`src/rtl/led_bank_pkg.sv`:
```
// rtl/led_bank_pkg.sv - shared register offsets and defaults for the LED bank controller
package led_bank_pkg;

    localparam int LED_NUM_LEDS_DEF = 16;

    localparam logic [2:0] LED_A_ON     = 3'd0;
    localparam logic [2:0] LED_A_MASK   = 3'd1;
    localparam logic [2:0] LED_A_HP     = 3'd2;
    localparam logic [2:0] LED_A_SET    = 3'd3;
    localparam logic [2:0] LED_A_CLR    = 3'd4;
    localparam logic [2:0] LED_A_TGL    = 3'd5;
    localparam logic [2:0] LED_A_BRIGHT = 3'd6;
    localparam logic [2:0] LED_A_RSVD   = 3'd7;

endpackage

```
`src/rtl/led_bank_ctrl_if.sv`:
```
// rtl/led_bank_ctrl_if.sv - store-path register bus into the LED region
interface led_bank_ctrl_if;

    logic [2:0]  A;
    logic [31:0] WD;
    logic        WE;
    logic [31:0] RD;

    modport master (output A, output WD, output WE, input RD);
    modport slave  (input A, input WD, input WE, output RD);

endinterface

```
`src/rtl/led_timebase.sv`:
```
// rtl/led_timebase.sv - prescaler tick, blink half-period counter and blink phase
module led_timebase #(
    parameter int PRESCALE = 50000,
    parameter int BLINK_W  = 16
) (
    input  logic               i_clk,
    input  logic               i_rst_n,
    input  logic               i_restart,
    input  logic [BLINK_W-1:0] i_hp,
    output logic               o_tick,
    output logic               o_phase
);

    localparam int               PRE_W    = (PRESCALE > 1) ? $clog2(PRESCALE) : 1;
    localparam logic [PRE_W-1:0] PRE_LAST = PRE_W'(PRESCALE - 1);

    logic [PRE_W-1:0]   r_pre_cnt;
    logic [BLINK_W-1:0] r_blink_cnt;
    logic               r_phase;
    logic [BLINK_W-1:0] w_hp_last;

    assign o_tick  = (r_pre_cnt == PRE_LAST);
    assign o_phase = r_phase;

    // A zero half-period behaves like one tick, so the last count is 0 either way
    assign w_hp_last = (i_hp == '0) ? '0 : i_hp - BLINK_W'(1);

    always_ff @(posedge i_clk or negedge i_rst_n) begin
        if (!i_rst_n) begin
            r_pre_cnt <= '0;
        end else if (o_tick) begin
            r_pre_cnt <= '0;
        end else begin
            r_pre_cnt <= r_pre_cnt + PRE_W'(1);
        end
    end

    always_ff @(posedge i_clk or negedge i_rst_n) begin
        if (!i_rst_n) begin
            r_blink_cnt <= '0;
            r_phase     <= 1'b1;
        end else if (i_restart) begin
            r_blink_cnt <= '0;
            r_phase     <= 1'b1;
        end else if (o_tick) begin
            if (r_blink_cnt == w_hp_last) begin
                r_blink_cnt <= '0;
                r_phase     <= ~r_phase;
            end else begin
                r_blink_cnt <= r_blink_cnt + BLINK_W'(1);
            end
        end
    end

endmodule

```
`src/rtl/led_bank_ctrl.sv`:
```
// rtl/led_bank_ctrl.sv - memory-mapped LED bank: set/clr/toggle, blink, readback
// LED_BANK_PWM_EN adds the PWM counter and BRIGHT register; otherwise LEDs run at full on.
module led_bank_ctrl
    import led_bank_pkg::*;
#(
    parameter int NUM_LEDS  = LED_NUM_LEDS_DEF,
    parameter int PRESCALE  = 50000,
    parameter int BLINK_W   = 16,
    parameter int BLINK_RST = 500,
    parameter int PWM_BITS  = 8
) (
    input  logic                CLK,
    input  logic                ResetN,
    led_bank_ctrl_if.slave      bus,
    output logic [NUM_LEDS-1:0] LED
);

    logic [NUM_LEDS-1:0] r_on;
    logic [NUM_LEDS-1:0] r_mask;
    logic [BLINK_W-1:0]  r_hp;
    logic [NUM_LEDS-1:0] r_led;
    logic [NUM_LEDS-1:0] w_wd_leds;
    logic [PWM_BITS-1:0] w_bright;
    logic [31:0]         w_rd;
    logic                w_hp_wr;
    logic                w_tick;
    logic                w_phase;
    logic                w_pwm_on;
    logic                w_unused;

    assign w_wd_leds = bus.WD[NUM_LEDS-1:0];
    assign w_hp_wr   = bus.WE && (bus.A == LED_A_HP);
    assign w_unused  = ^{bus.WD, w_tick};

    led_timebase #(
        .PRESCALE (PRESCALE),
        .BLINK_W  (BLINK_W)
    ) u_timebase (
        .i_clk     (CLK),
        .i_rst_n   (ResetN),
        .i_restart (w_hp_wr),
        .i_hp      (r_hp),
        .o_tick    (w_tick),
        .o_phase   (w_phase)
    );

    // SET/CLR/TGL are read-modify-write on the value held before this edge
    always_ff @(posedge CLK or negedge ResetN) begin
        if (!ResetN) begin
            r_on   <= '0;
            r_mask <= '0;
            r_hp   <= BLINK_W'(BLINK_RST);
        end else if (bus.WE) begin
            case (bus.A)
                LED_A_ON:   r_on   <= w_wd_leds;
                LED_A_MASK: r_mask <= w_wd_leds;
                LED_A_HP:   r_hp   <= bus.WD[BLINK_W-1:0];
                LED_A_SET:  r_on   <= r_on | w_wd_leds;
                LED_A_CLR:  r_on   <= r_on & ~w_wd_leds;
                LED_A_TGL:  r_on   <= r_on ^ w_wd_leds;
                default:    ;
            endcase
        end
    end

`ifdef LED_BANK_PWM_EN
    logic [PWM_BITS-1:0] r_pwm_cnt;
    logic [PWM_BITS-1:0] r_bright;

    always_ff @(posedge CLK or negedge ResetN) begin
        if (!ResetN) begin
            r_pwm_cnt <= '0;
            r_bright  <= '1;
        end else begin
            r_pwm_cnt <= r_pwm_cnt + PWM_BITS'(1);
            if (bus.WE && (bus.A == LED_A_BRIGHT)) begin
                r_bright <= bus.WD[PWM_BITS-1:0];
            end
        end
    end

    assign w_pwm_on = (r_pwm_cnt <= r_bright);
    assign w_bright = r_bright;
`else
    assign w_pwm_on = 1'b1;
    assign w_bright = '1;
`endif

    always_ff @(posedge CLK or negedge ResetN) begin
        if (!ResetN) begin
            r_led <= '0;
        end else begin
            r_led <= r_on & (~r_mask | {NUM_LEDS{w_phase}}) & {NUM_LEDS{w_pwm_on}};
        end
    end

    assign LED = r_led;

    always_comb begin
        w_rd = '0;
        case (bus.A)
            LED_A_ON, LED_A_SET, LED_A_CLR, LED_A_TGL: w_rd[NUM_LEDS-1:0] = r_on;
            LED_A_MASK:   w_rd[NUM_LEDS-1:0] = r_mask;
            LED_A_HP:     w_rd[BLINK_W-1:0]  = r_hp;
            LED_A_BRIGHT: w_rd[PWM_BITS-1:0] = w_bright;
            default:      ;
        endcase
    end

    assign bus.RD = w_rd;

endmodule
```
`src/flat_wrapper.sv`:
```
// flat-port wrapper written by rule: the top's interface ports become plain ports
module led_bank_ctrl_flat import led_bank_pkg::*;
#(
    parameter int NUM_LEDS  = LED_NUM_LEDS_DEF,
    parameter int PRESCALE  = 50000,
    parameter int BLINK_W   = 16,
    parameter int BLINK_RST = 500,
    parameter int PWM_BITS  = 8
)
  (CLK, ResetN, LED, bus_A, bus_WD, bus_WE, bus_RD);
  led_bank_ctrl_if bus_i ();
  input  logic CLK;
  input  logic ResetN;
  output logic [NUM_LEDS-1:0] LED;
  input wire logic [$bits(bus_i.A)-1:0] bus_A;
  input wire logic [$bits(bus_i.WD)-1:0] bus_WD;
  input wire logic [$bits(bus_i.WE)-1:0] bus_WE;
  output wire logic [$bits(bus_i.RD)-1:0] bus_RD;
  assign bus_i.A = bus_A;
  assign bus_i.WD = bus_WD;
  assign bus_i.WE = bus_WE;
  assign bus_RD = bus_i.RD;
  led_bank_ctrl #(.NUM_LEDS(NUM_LEDS), .PRESCALE(PRESCALE), .BLINK_W(BLINK_W), .BLINK_RST(BLINK_RST), .PWM_BITS(PWM_BITS)) u_core (.CLK(CLK), .ResetN(ResetN), .bus(bus_i), .LED(LED));
endmodule
```
`config.mk`:
```
export PLATFORM = sky130hd
export DESIGN_NAME = led_bank_ctrl_flat
export DESIGN_NICKNAME = d
export VERILOG_FILES = /design/src/rtl/led_bank_pkg.sv /design/src/rtl/led_bank_ctrl_if.sv /design/src/rtl/led_timebase.sv /design/src/rtl/led_bank_ctrl.sv /design/src/flat_wrapper.sv
export SDC_FILE = /design/constraint.sdc
export NUM_CORES = 1
export LEC_CHECK = 0
export CAP_MARGIN = 5
export CORE_MARGIN = 5
export CORE_UTILIZATION = 55
export DETAILED_ROUTE_END_ITERATION = 8
export PLACE_DENSITY = 0.8
export SLEW_MARGIN = 20
export SYNTH_ARGS = -nofsm -noshare
export SYNTH_HDL_FRONTEND = slang
export SYNTH_SLANG_ARGS = --single-unit
```
`constraint.sdc`:
```
create_clock -name CLK -period 8.6 [get_ports CLK]
set_input_delay 1.72 -clock CLK [delete_from_list [all_inputs] [get_ports CLK]]
set_output_delay 1.72 -clock CLK [all_outputs]
set_load 0.02 [all_outputs]
```
==> flow_metrics.py, run 1 <==
metrics = {
    "setup_path": {
        "required_ns": 6.88,
        "cp_num_buf_inv": 3,
        "cpPeakStageDelay_ns": 0.78,
        "rr_startpoint": "u_core.r_hp[0]$_DFFE_PN0P_",
        "critPathMostFrequentCell": "clkdlybuf4s50_1",
        "crit_slowest_cell": "clkdlybuf4s50_1",
        "worst_setup_path_end_kind": "primary output",
        "path_delay_family": "buffers and inverters",
        "timing.rr.end": "u_core.u_timebase.r_blink_cnt[15]$_DFFE_PN0P_",
        "worstSetupStartpointType": "input port",
        "r2r_cells": 10,
        "critPathArrivalTime_ns": 4.27,
        "cp_max_fo": 21,
        "reg2reg_setup_slack_ns": 5.16,
        "worstSetupPathType": "input port to primary output",
        "crit_chain": "clkdlybuf4s50_1 > buf_4 > nand2b_1 > o22ai_1 > o22a_1 > o21ai_0 > clkdlybuf4s50_1",
    },
    "synthesis": {
        "synth-simple-area-share_pct": 14.7,
        "synthMuxAreaShare_pct": 10.3,
        "async_flop_share_pct": 100,
        "netlist_area_sq_mm": 0.00613,
        "synth-compound-area-share_pct": 15.0,
        "synth_xor_area_share_pct": 6.22,
        "yosys.cell_types.count": 62,
        "syn_area_per_cell_sq_um": 9.74,
        "ys.flop_type": "dfrtp_1",
        "synthAdderAreaFrac_pct": 7.14,
        "synth_cells": 630,
        "ys_seq_elements": 97,
        "yosys_warnings": 0,
        "ys_seq_area_share_pct": 39.7,
        "synth-edff-count": 0,
        "synth_top_family_by_area": "compound AO/OA/AOI/OAI gates",
    },
    "routing": {
        "drc": 0,
        "avgRoutedWirePerCell_um": 18.2,
        "routed_wl_um": 14800,
        "dr.pass1.iters": 4,
        "postRouteAntennaNets": 0,
        "num_vias": 4962,
        "drtIter0Drc": 413,
        "vias_per_cell": 6.10,
    },
    "clock_network": {
        "cts_sinks": 97,
        "cts_buffer_depth": 2,
        "worst_setup_hold_path_clk_slew_ns": 0.10,
        "cts_made_buffers": 9,
        "clock_latency_ns": 0.39,
        "hold_buffers": 0,
        "cts_tree": "built",
        "cts_resized": 0,
        "cts_setup_buffers": 0,
        "cts_root_buf": "clkbuf_8",
        "htreeDepth": 3,
    },
    "sta": {
        "tightest_slew_ns": 1.08,
        "min_period_ns": 5.99,
        "rsz0062_at_grt": "false",
        "final-setup-viol-count": 0,
        "holdWs_ns": 0.471,
        "setup_tns_ns": 0,
        "skew_ns": 0.0193,
        "fin_ws_ns": 2.61,
        "max_slew_margin_pct": 27.7,
        "timing.final.crit_share_pct": 69.7,
        "max_freq_ghz": 0.167,
        "slew_violations": 0,
        "hold_viol": 0,
    },
    "power_and_ir_drop": {
        "p_per_area_mw_per_mm2": 184,
        "vdd_drop_max_uv": 142,
        "total_power_mw": 1.27,
        "leakage_nw": 3.01,
    },
    "finish": {
        "drive_above_1_share_pct": 11.3,
        "final_cell_mix": "dfrtp_1, clkdlybuf4s50_1, inv_1",
        "area_growth_syn_to_layout_pct": 12.1,
        "antenna_cells": 0,
        "fin_cells": 813,
        "nFillCells": 905,
        "nets": 741,
        "final_common_cell": "dfrtp_1",
    },
    "placed_design": {
        "portBuffers": 53,
        "gp_congestion": 0.842,
        "post-place-ws_ns": 2.67,
        "dpl.hpwl_um": 10500,
        "dp_cells": 797,
    },
    "grt": {
        "antenna_found_initial": 0,
        "grt_pass1_vias": 5098,
        "track_usage_pct": 23.5,
        "grt_max_degree": 51,
        "gr-total-overflow": 0,
        "grt_pass1_wl_um": 24900,
    },
    "die": {
        "core_sq_mm": 0.0109,
        "io-pin-count": 86,
        "fp.dieH_um": 116,
        "row_count": 38,
        "start_util_pct": 56.3,
        "die_w_um": 116,
        "dieArea_sq_mm": 0.0134,
    },
    "min_path": {
        "whs_endpoint": "u_core.LED[6]$_DFF_PN0_",
        "min_path_type": "register to register",
        "min_delay_path_depth": 1,
        "hold_start": "u_core.r_mask[6]$_DFFE_PN0P_",
    },
    "run": {
        "cap_violations": 0,
    },
    "status": {
        "status": "complete, no violations",
    },
}
[sequential cells by signal, summed over array words and instances (netlist names)]
register and cells:
u_core.u_timebase.r_pre_cnt 16, u_core.r_on 16, u_core.r_hp 16, u_core.r_mask 16
u_core.u_timebase.r_blink_cnt 16, u_core.LED 16, u_core.u_timebase.o_phase 1
[logic make-up after synthesis]
family | after synthesis
AND/OR/NAND/NOR | 159
AO/OA/AOI/OAI | 145
flip-flops | 97
buffers and inverters | 92
multiplexers | 59
XOR/XNOR | 42
adder cells (fa/ha/maj) | 35
other | 1
[report_power, final]
| group | internal [mW] | leakage [nW] | total, mW | switching (mW) |
|---|---|---|---|---|
| registers | 0.524 | 1.17 | 0.605 | 0.0807 |
| clock network | 0.115 | 0.0851 | 0.275 | 0.161 |
| logic | 0.180 | 1.76 | 0.387 | 0.207 |
[per-layer routing]
metal	track usage, %	part of all wire, %	routed length (um)
met4	10.6	2.9	428
met1	30.5	43	6420
met2	38.9	50	7360
met5	0	0	0
met3	3.81	4.1	614
[worst max path at each step]
stage | slack [ns] | cells after the start | startpoint | endpoint
5_1_grt | 2.52 | 5 | bus_A[0] | bus_RD[13]
2_1_floorplan | 3.76 | 6 | bus_A[0] | bus_RD[11]
3_3_place_gp | 2.68 | 5 | bus_A[0] | bus_RD[15]
3_5_place_dp | 2.67 | 7 | bus_A[1] | bus_RD[7]
6_report | 2.61 | 7 | bus_A[1] | bus_RD[3]
4_1_cts | 2.66 | 7 | bus_A[1] | bus_RD[7]
[worst register-to-register path: stages (launching register included)]
cell      delay [ns]
dfrtp_1         0.49
inv_1           0.11
ha_1            0.25
nor3b_2         0.45
and4_1          0.43
mux2i_1         0.13
a2111o_1        0.36
nor3_1          0.22
nand4_2         0.23
o21bai_2        0.52
nor2_1          0.12
[final cells by class]
class                           instances  area (sq um)  share of cell area (%)
Clock inverter                          2          13.8                   0.200
Multi-Input combinational cell        456          3360                    48.8
Clock buffer                           14           153                    2.22
Sequential cell                        97          2440                    35.4
Inverter                               44           165                    2.40
Tap cell                              140           175                    2.55
Timing Repair Buffer                   60           576                    8.37
[stage by stage]
stage	instance area (sq um)	util [%]
floorplan	6190	-
global placement	6710	61.6
detailed placement	6710	61.6
CTS	6880	63.2
global route	6880	63.2
finish	6880	63.2
[synth_stat cells (9+ instances only)]
cell	instances	area (sq um)
nand3_1	15	75.1
xor2_1	17	149
nor2_1	40	150
a21oi_1	42	210
xnor2_1	24	210
nand2_1	32	120
a211oi_1	16	120
buf_4	17	128
o22ai_1	24	150
o21ai_0	28	140
inv_1	44	165
and3_1	9	56.3
mux2i_1	26	260
clkbuf_1	23	86.3
mux2_2	33	372
ha_1	35	438
dfrtp_1	90	2250
Power figures use the tool's default switching activity.
==> inputs of run 2 (changes only) <==
==> constraint.sdc (replaced) <==
create_clock -name CLK -period 5.8 [get_ports CLK]
set_input_delay 1.16 -clock CLK [delete_from_list [all_inputs] [get_ports CLK]]
set_output_delay 1.16 -clock CLK [all_outputs]
set_load 0.02 [all_outputs]
==> run 2 against run 1 <==
- final cell count up 0.49%
- design area up 1.4%
- setup slack worse by 1.5 ns
- routed wire length is 3.3% higher
- non-clock buffer count up 4
- sequential power up 48%
- clock skew decreased by 0.0064 ns
==> flow_metrics.py, run 2 (synthesis results as in run 1) <==
metrics = {
    "clock_network": {
        "cts_setup_buffers": 0,
        "worst_setup_hold_path_clk_slew_ns": 0.10,
        "hold_buffers": 0,
        "cts_tree": "built",
        "htreeDepth": 3,
        "clock_latency_ns": 0.39,
        "cts_made_buffers": 9,
        "cts_sinks": 97,
        "cts_root_buf": "clkbuf_8",
        "cts_buffer_depth": 2,
        "cts_resized": 0,
    },
    "routing": {
        "num_vias": 5042,
        "dr.pass1.iters": 5,
        "avgRoutedWirePerCell_um": 18.8,
        "drtIter0Drc": 422,
        "vias_per_cell": 6.17,
        "routed_wl_um": 15300,
        "drc": 0,
        "postRouteAntennaNets": 0,
    },
    "power_and_ir_drop": {
        "total_power_mw": 1.99,
        "vdd_drop_max_uv": 202,
        "p_sw_mw": 0.672,
        "seq_power_share_pct": 45.1,
        "p_int_mw": 1.31,
        "p_per_area_mw_per_mm2": 285,
        "pwr-share-comb_pct": 29.0,
        "clockPowerShare_pct": 25.9,
        "leakage_nw": 3.06,
        "switching_share_pct": 33.9,
    },
    "setup_path": {
        "worst_setup_path_end_kind": "primary output",
        "worstSetupPathType": "input port to primary output",
        "crit_chain": "clkdlybuf4s50_1 > nor2b_1 > nor2_1 > nand2_1 > o21ai_0 > clkdlybuf4s50_1",
        "path_delay_family": "buffers and inverters",
        "critPathArrivalTime_ns": 3.50,
        "required_ns": 4.64,
        "startpoint": "bus_A[2]",
        "cp_max_fo": 9,
        "cpPeakStageDelay_ns": 0.68,
        "cp_num_buf_inv": 2,
        "crit_slowest_cell": "clkdlybuf4s50_1",
        "rr_startpoint": "u_core.r_hp[1]$_DFFE_PN0P_",
        "worstSetupStartpointType": "input port",
        "critPathMostFrequentCell": "clkdlybuf4s50_1",
    },
    "finish": {
        "fin_cells": 817,
        "final_common_cell": "dfrtp_1",
        "antenna_cells": 0,
        "final_cell_mix": "dfrtp_1, clkdlybuf4s50_1, inv_1",
        "nets": 745,
        "drive_above_1_share_pct": 12.4,
        "area_growth_syn_to_layout_pct": 13.6,
    },
    "die": {
        "dieArea_sq_mm": 0.0134,
        "core_sq_mm": 0.0109,
        "row_count": 38,
        "start_util_pct": 56.3,
        "io-pin-count": 86,
        "die_w_um": 116,
        "fp.dieH_um": 116,
    },
    "placed_design": {
        "gp_congestion": 0.838,
        "portBuffers": 53,
        "dpl.hpwl_um": 10600,
        "dp_cells": 801,
    },
    "grt": {
        "antenna_found_initial": 0,
        "track_usage_pct": 23.9,
        "grt_pass1_vias": 5245,
        "grt_max_degree": 52,
        "gr-total-overflow": 0,
        "grt_pass1_wl_um": 25400,
    },
    "sta": {
        "min_period_ns": 4.66,
        "slew_violations": 0,
        "final-setup-viol-count": 0,
        "skew_ns": 0.0129,
        "timing.final.crit_share_pct": 80.4,
        "max_freq_ghz": 0.215,
        "max_slew_margin_pct": 43.1,
        "tightest_slew_ns": 0.853,
        "hold_viol": 0,
        "rsz0062_at_grt": "false",
        "setup_tns_ns": 0,
    },
    "status": {
        "status": "complete, no violations",
    },
    "min_path": {
        "min_path_type": "register to register",
        "hold_start": "u_core.r_mask[10]$_DFFE_PN0P_",
    },
    "run": {
        "cap_violations": 0,
    },
}
run 2: path summary, 6_finish.rpt:
check	end	slack (ns)	depth (start not counted)
worst max-delay path	bus_RD[15]	1.14	6
worst min-delay path	u_core.LED[10]$_DFF_PN0_	0.48	1
worst max register to register	u_core.u_timebase.r_blink_cnt[8]$_DFFE_PN0P_	2.39	10
worst min register to register	u_core.LED[10]$_DFF_PN0_	0.48	1
max in group asynchronous	u_core.u_timebase.r_pre_cnt[5]$_DFF_PN0_	3.94	2
min in group asynchronous	u_core.LED[1]$_DFF_PN0_	0.77	1
run 2: layout make-up:
cell class	instances	area [sq um]
inverter	44	165
clock buffer	11	151
sequential	97	2440
tap	140	175
timing repair buffer	64	606
multi-input combinational	456	3350
fill	875	3920
clock inverter	5	85.1
run 2: per-layer routing:
| metal | wire (um) | track usage, % |
|---|---|---|
| met1 | 6340 | 29.6 |
| met2 | 7750 | 41.0 |
| met3 | 886 | 3.97 |
| met4 | 340 | 10.6 |
| met5 | 0 | 0 |
run 2: metrics by stage:
| step | hold WS [ns] | setup slack (ns) | utilization (%) | area (sq um) |
|---|---|---|---|---|
| after floorplan | 0.436 | 2.08 | - | 6190 |
| after global placement | 0.453 | 1.21 | 61.8 | 6730 |
| after detailed placement | 0.459 | 1.20 | 61.8 | 6730 |
| after CTS | 0.480 | 1.19 | 64.0 | 6970 |
| after global routing | 0.490 | 1.10 | 64.0 | 6970 |
| final | 0.477 | 1.14 | 64.0 | 6970 |
run 2: power groups by stage:
stage	Clock, mW	Sequential, mW	Combinational [mW]
final	0.514	0.895	0.577
after global routing	0.552	0.909	0.631
after CTS	0.527	0.892	0.575
after detailed placement	0	0.904	0.570
after global placement	0	0.897	0.544
after floorplan	0	0.883	0.381
